$ cat src/rtl/ysyx_23060332_wbu.sv
`default_nettype none
// ============================================================================
// Module   : ysyx_23060332_wbu
// Purpose  : Write-back unit. Accepts one retiring instruction per handshake,
//            waits for load data when needed, and sign/zero-extends it. It
//            then drives the register-file write port and a commit pulse for
//            exactly one cycle. It also exports the pending destination so
//            the decoder can stall on read-after-write hazards.
// Ports    : clk, rst (async, active-low)
//            in_*      : retiring instruction from EXU/LSU (valid/ready)
//            mem_*     : load return data (single-cycle rvalid pulse)
//            waddr/wdata/reg_wen : register-file write port
//            commit_valid/commit_pc : retire pulse and its PC
//            pend_valid/pend_rd : outstanding register write
// Revision : 1.0 - initial release
// ============================================================================
module ysyx_23060332_wbu #(
  parameter logic [31:0] RESET_PC = 32'h8000_0000
) (
  input  logic        clk,
  input  logic        rst,
  input  logic        in_valid,
  output logic        in_ready,
  input  logic [4:0]  in_rd,
  input  logic        in_wen,
  input  logic        in_is_load,
  input  logic [2:0]  in_load_op,
  input  logic [1:0]  in_addr_lo,
  input  logic [31:0] in_alu_data,
  input  logic [31:0] in_pc,
  input  logic        mem_rvalid,
  input  logic [31:0] mem_rdata,
  output logic [4:0]  waddr,
  output logic [31:0] wdata,
  output logic        reg_wen,
  output logic        commit_valid,
  output logic [31:0] commit_pc,
  output logic        pend_valid,
  output logic [4:0]  pend_rd
);

  typedef enum logic [1:0] {
    IDLE      = 2'd0,
    WAIT_LOAD = 2'd1,
    WRITE     = 2'd2
  } state_t;

  state_t      state;
  state_t      state_next;

  logic [4:0]  rd_r;
  logic        wen_r;
  logic [2:0]  load_op_r;
  logic [1:0]  addr_lo_r;
  logic [31:0] pc_r;

  logic        accept;
  logic        write_alu;
  logic        write_load;
  logic [4:0]  rd_next;
  logic        wen_next;
  logic        pend_next;
  logic [7:0]  byte_sel;
  logic [15:0] half_sel;
  logic [31:0] load_data;

  assign in_ready = (state != WAIT_LOAD);
  assign accept   = in_valid && in_ready;
  assign pend_rd  = rd_r;

  // Byte/halfword lane selection; addr_lo[0] is deliberately ignored for
  // halfwords since misaligned accesses are resolved upstream.
  always_comb begin
    byte_sel = mem_rdata[7:0];
    case (addr_lo_r)
      2'd0:    byte_sel = mem_rdata[7:0];
      2'd1:    byte_sel = mem_rdata[15:8];
      2'd2:    byte_sel = mem_rdata[23:16];
      default: byte_sel = mem_rdata[31:24];
    endcase
    half_sel = addr_lo_r[1] ? mem_rdata[31:16] : mem_rdata[15:0];
    case (load_op_r)
      3'b000:  load_data = {{24{byte_sel[7]}}, byte_sel};
      3'b100:  load_data = {24'd0, byte_sel};
      3'b001:  load_data = {{16{half_sel[15]}}, half_sel};
      3'b101:  load_data = {16'd0, half_sel};
      default: load_data = mem_rdata;
    endcase
  end

  // Next-state decode. Accept is possible in IDLE and WRITE, which gives
  // back-to-back retirement of non-load instructions.
  always_comb begin
    state_next = state;
    write_alu  = 1'b0;
    write_load = 1'b0;
    case (state)
      IDLE, WRITE: begin
        if (accept) begin
          if (in_is_load) begin
            state_next = WAIT_LOAD;
          end else begin
            state_next = WRITE;
            write_alu  = 1'b1;
          end
        end else begin
          state_next = IDLE;
        end
      end
      WAIT_LOAD: begin
        if (mem_rvalid) begin
          state_next = WRITE;
          write_load = 1'b1;
        end
      end
      default: state_next = IDLE;
    endcase
  end

  // Pending-destination view as it will be after this edge, so pend_valid
  // is a plain register output.
  always_comb begin
    rd_next   = accept ? in_rd  : rd_r;
    wen_next  = accept ? in_wen : wen_r;
    pend_next = (state_next != IDLE) && wen_next && (rd_next != 5'd0);
  end

  always_ff @(posedge clk or negedge rst) begin
    if (!rst) begin
      state <= IDLE;
    end else begin
      state <= state_next;
    end
  end

  // Write-port registers load only when entering WRITE, so they hold their
  // last values in every other state.
  always_ff @(posedge clk or negedge rst) begin
    if (!rst) begin
      rd_r         <= 5'd0;
      wen_r        <= 1'b0;
      load_op_r    <= 3'd0;
      addr_lo_r    <= 2'd0;
      pc_r         <= RESET_PC;
      waddr        <= 5'd0;
      wdata        <= 32'd0;
      reg_wen      <= 1'b0;
      commit_valid <= 1'b0;
      commit_pc    <= RESET_PC;
      pend_valid   <= 1'b0;
    end else begin
      if (accept) begin
        rd_r      <= in_rd;
        wen_r     <= in_wen;
        load_op_r <= in_load_op;
        addr_lo_r <= in_addr_lo;
        pc_r      <= in_pc;
      end
      reg_wen      <= 1'b0;
      commit_valid <= 1'b0;
      if (write_alu) begin
        reg_wen      <= in_wen && (in_rd != 5'd0);
        commit_valid <= 1'b1;
        waddr        <= in_rd;
        wdata        <= in_alu_data;
        commit_pc    <= in_pc;
      end else if (write_load) begin
        reg_wen      <= wen_r && (rd_r != 5'd0);
        commit_valid <= 1'b1;
        waddr        <= rd_r;
        wdata        <= load_data;
        commit_pc    <= pc_r;
      end
      pend_valid <= pend_next;
    end
  end

endmodule
`default_nettype wire

$ cat config.mk
export PLATFORM = sky130hd
export DESIGN_NAME = ysyx_23060332_wbu
export DESIGN_NICKNAME = d
export VERILOG_FILES = /design/src/rtl/ysyx_23060332_wbu.sv
export SDC_FILE = /design/constraint.sdc
export NUM_CORES = 1
export LEC_CHECK = 0
export BUFFER_PORTS_ARGS = -buffer_cell sky130_fd_sc_hd__buf_2
export CORE_MARGIN = 2
export CORE_UTILIZATION = 50
export CTS_CLUSTER_SIZE = 8
export DETAILED_ROUTE_END_ITERATION = 10
export MAX_ROUTING_LAYER = met4
export PLACE_DENSITY = 0.88
export SETUP_SLACK_MARGIN = 0.15
export SLEW_MARGIN = 15
export SYNTH_ARGS = -nofsm -noshare
export SYNTH_HDL_FRONTEND = slang
export SYNTH_SLANG_ARGS = --single-unit
export TNS_END_PERCENT = 100
$ cat constraint.sdc
create_clock -name clk -period 2.1 [get_ports clk]
set_input_delay 0.525 -clock clk [delete_from_list [all_inputs] [get_ports clk]]
set_output_delay 0.525 -clock clk [all_outputs]
set_load 0.02 [all_outputs]
==> results.py <==
metrics = {
    "status": {
        "status": "finished, final reports clean",
    },
    "synthesis": {
        "ys_dominant_reg_cell": "dfrtp_1",
        "ys_ff_latch": 117,
        "synth_top_area_share_pct": 54.5,
        "synthMostInstantiatedCell": "dfrtp_1",
        "ys_top_cells_by_area": "dfrtp_1, mux2_2, nand2_1, a22oi_1, a21oi_1",
        "ys_top_cells_by_count": "dfrtp_1, nand2_1, a22oi_1",
        "yosys.area_share.simple_pct": 12.2,
        "synth_top_family_by_area": "compound AO/OA/AOI/OAI gates",
        "ys_warn_count": 0,
        "synthArstFlopShare_pct": 100,
        "syn_area_sq_um": 5280,
        "synth_edf_count": 0,
        "synth_compound_area_share_pct": 16.8,
        "synthXorXnorAreaFrac_pct": 0,
        "yosys.area.top_type": "dfrtp_1",
        "yosysSeqAreaShare_pct": 55.5,
        "ys_types": 41,
        "synth_fp_nets": 605,
        "synth_cells": 493,
        "synth-adder-area-share_pct": 0,
        "syn_avg_cell_area_sq_um": 10.7,
        "muxShareOfSynthArea_pct": 11.6,
    },
    "die": {
        "die_w_um": 107,
        "die_y_um": 107,
        "core_region_area_sq_um": 10300,
        "start_util_pct": 51.4,
        "num_rows": 37,
        "dieArea_sq_um": 11400,
        "ios": 190,
    },
    "grt": {
        "grtUsageMet2_pct": 45.5,
        "grtUsageMet3_pct": 6.63,
        "busiest_layer": "met2",
        "grt_use_met1_pct": 32.9,
        "grt_usage_pct": 28.0,
        "grt_pass1_wl_um": 23800,
        "antenna_found_initial": 1,
        "grt_overflow": 0,
        "grt_max_degree": 49,
        "grt_pass1_vias": 4917,
    },
    "place": {
        "placed_cells": 798,
        "pre_cts_ws_ns": 0.128,
        "place.gp.congestion": 0.914,
        "dpl_cell_area_sq_um": 6360,
        "port_buffers": 189,
        "dp_hpwl_um": 10600,
    },
    "worst_setup_path": {
        "regToRegStartpoint": "state[1]$_DFF_PN0_",
        "crit_required_ns": 1.57,
        "cp_max_fo": 4,
        "r2r_slack_ns": 0.26,
        "cp.arrival_ns": 1.34,
        "r2r-end": "pc_r[7]$_DFFE_PN0N_",
        "crit_path_end_kind": "output pin",
        "start_kind": "flip-flop",
        "reg2reg_depth": 4,
        "crit_slowest_cell": "dfrtp_1",
        "startpoint": "state[1]$_DFF_PN0_",
        "critical_path_class": "flip-flop to output pin",
        "max_stage_delay_ns": 0.40,
        "cp_cell_sequence": "nand2b_2 > buf_2",
    },
    "drt": {
        "vias_per_cell": 5.78,
        "wl_per_cell_um": 18.2,
        "drt_iter0_drc": 468,
        "drc": 0,
        "routed_wl_um": 15100,
        "vias": 4808,
        "ant_nets": 0,
        "dr.pass1.iters": 6,
    },
    "clocking": {
        "clk_path_buf_depth": 2,
        "cts_tree": "done",
        "h-tree-depth": 4,
        "clkTransAtPathRegs_ns": 0.05,
        "cts.sinks": 117,
        "ctsResizeCount": 0,
        "cts_root_buf": "clkbuf_8",
        "cts_buffers": 17,
        "postCtsSetupBuffers": 0,
        "clk_latency_ns": 0.52,
    },
    "timing": {
        "finalMaxSlewViolations": 0,
        "hold_viol": 0,
        "fmax_mhz": 537,
        "fin_ws_ns": 0.239,
        "tns_ns": 0,
        "period_share_pct": 88.6,
        "setup_violations": 0,
        "finalClockSkew_ns": 0.0105,
        "tightest_slew_ns": 0.635,
        "min_period_ns": 1.86,
        "rsz0062_at_grt": "false",
        "slew_headroom_pct": 57.7,
    },
    "final_layout": {
        "nets": 795,
        "stdcell_area_sq_um": 6940,
        "drive_above_1_share_pct": 40.9,
        "instances_no_fill": 832,
        "layout-area-overhead-vs-synth_pct": 31.4,
    },
    "job": {
        "maxCapViolations": 0,
    },
    "worst_hold_path": {
        "hold_depth": 2,
        "hold_end": "state[0]$_DFF_PN0_",
        "min_from": "mem_rvalid",
        "min_path_type": "input pin to flip-flop",
    },
    "pwr": {
        "power_frac_clock_pct": 34.3,
        "p_per_area_nw_per_um2": 1150,
        "pwr-share-seq_pct": 38.9,
        "ir_drop_v": 0.000623,
        "power_mw": 7.96,
        "intPower_mw": 5.31,
        "swShare_pct": 33.2,
        "p_sw_mw": 2.64,
        "p_leak_nw": 3.46,
        "pwr-share-comb_pct": 26.9,
    },
}
repair_timing:
| item | in CTS | in global routing |
|---|---|---|
| hold endpoints to repair | 29 | 0 |
| hold buffers | 1 | 0 |
| setup endpoints to repair | 0 | 2 |
critical path: cells and delay by family, from the launching register on:
kind	cells	cell delay [ns]
buf+inv	1	0.19
flops	1	0.40
simple gates	1	0.24
worst max path at each step:
stage,to,depth (start not counted)
finish,in_ready,2
global route,wdata[6]$_DFFE_PN0P_,4
CTS,in_ready,2
detailed placement,wdata[17]$_DFFE_PN0P_,6
global placement,wdata[16]$_DFFE_PN0P_,6
floorplan,pend_valid$_DFF_PN0_,4
stage by stage:
step / utilization [%] / hold WS, ns
finish: 67.5 / 0.236
global route: 67.5 / 0.216
CTS: 67.4 / 0.215
detailed placement: 61.9 / 0.458
global placement: 61.9 / 0.445
floorplan: - / 0.229
layer usage:
layer,share of wire (%),vias up
met5,0,-
met4,3.6,0
met3,6.8,44
met2,50,253
met1,40,2341
li1,-,2170
cells in the final DEF, fill, tap and decap left out, types with 8 or more instances in the layout:
master | synthesis | layout
inv_1 | 12 | 12
a22oi_1 | 44 | 44
buf_2 | 16 | 188
dfrtp_1 | 115 | 115
buf_4 | 2 | 13
o22ai_1 | 18 | 18
mux2i_1 | 12 | 12
nor2_1 | 12 | 12
nand2_1 | 108 | 108
a222oi_1 | 8 | 8
mux2_2 | 41 | 41
clkbuf_16 | 0 | 16
a21oi_1 | 33 | 33
o2111ai_1 | 8 | 8
nor2b_1 | 9 | 9
sequential cells by signal, indices dropped and copies added, names as in the netlist:
register      count
pc_r             32
state             2
pend_rd           5
commit_pc        32
addr_lo_r         2
pend_valid        1
reg_wen           1
waddr             5
wen_r             1
load_op_r         3
wdata            32
commit_valid      1
power by group through the flow:
| stage | logic (mW) | clock network, mW | registers, mW |
|---|---|---|---|
| 6_report | 2.14 | 2.73 | 3.09 |
| 5_1_grt | 2.31 | 2.86 | 3.15 |
| 4_1_cts | 2.13 | 2.76 | 3.09 |
| 3_5_place_dp | 2.12 | 0 | 3.11 |
| 3_3_place_gp | 2.05 | 0 | 3.08 |
| 2_1_floorplan | 0.850 | 0 | 3.54 |
layout make-up:
cell class,count,area [sq um]
Multi-Input combinational cell,331,2160
Inverter,13,51.3
Clock buffer,23,457
Sequential cell,117,2930
Clock inverter,8,101
Antenna cell,1,2.50
Tap cell,136,170
Timing Repair Buffer,203,1070
Fill cell,814,3340
cell families after synthesis:
group           Yosys count
buf+inv                  46
simple gates            147
compound gates          128
mux                      55
flops                   117
Power figures use the tool's default switching activity.
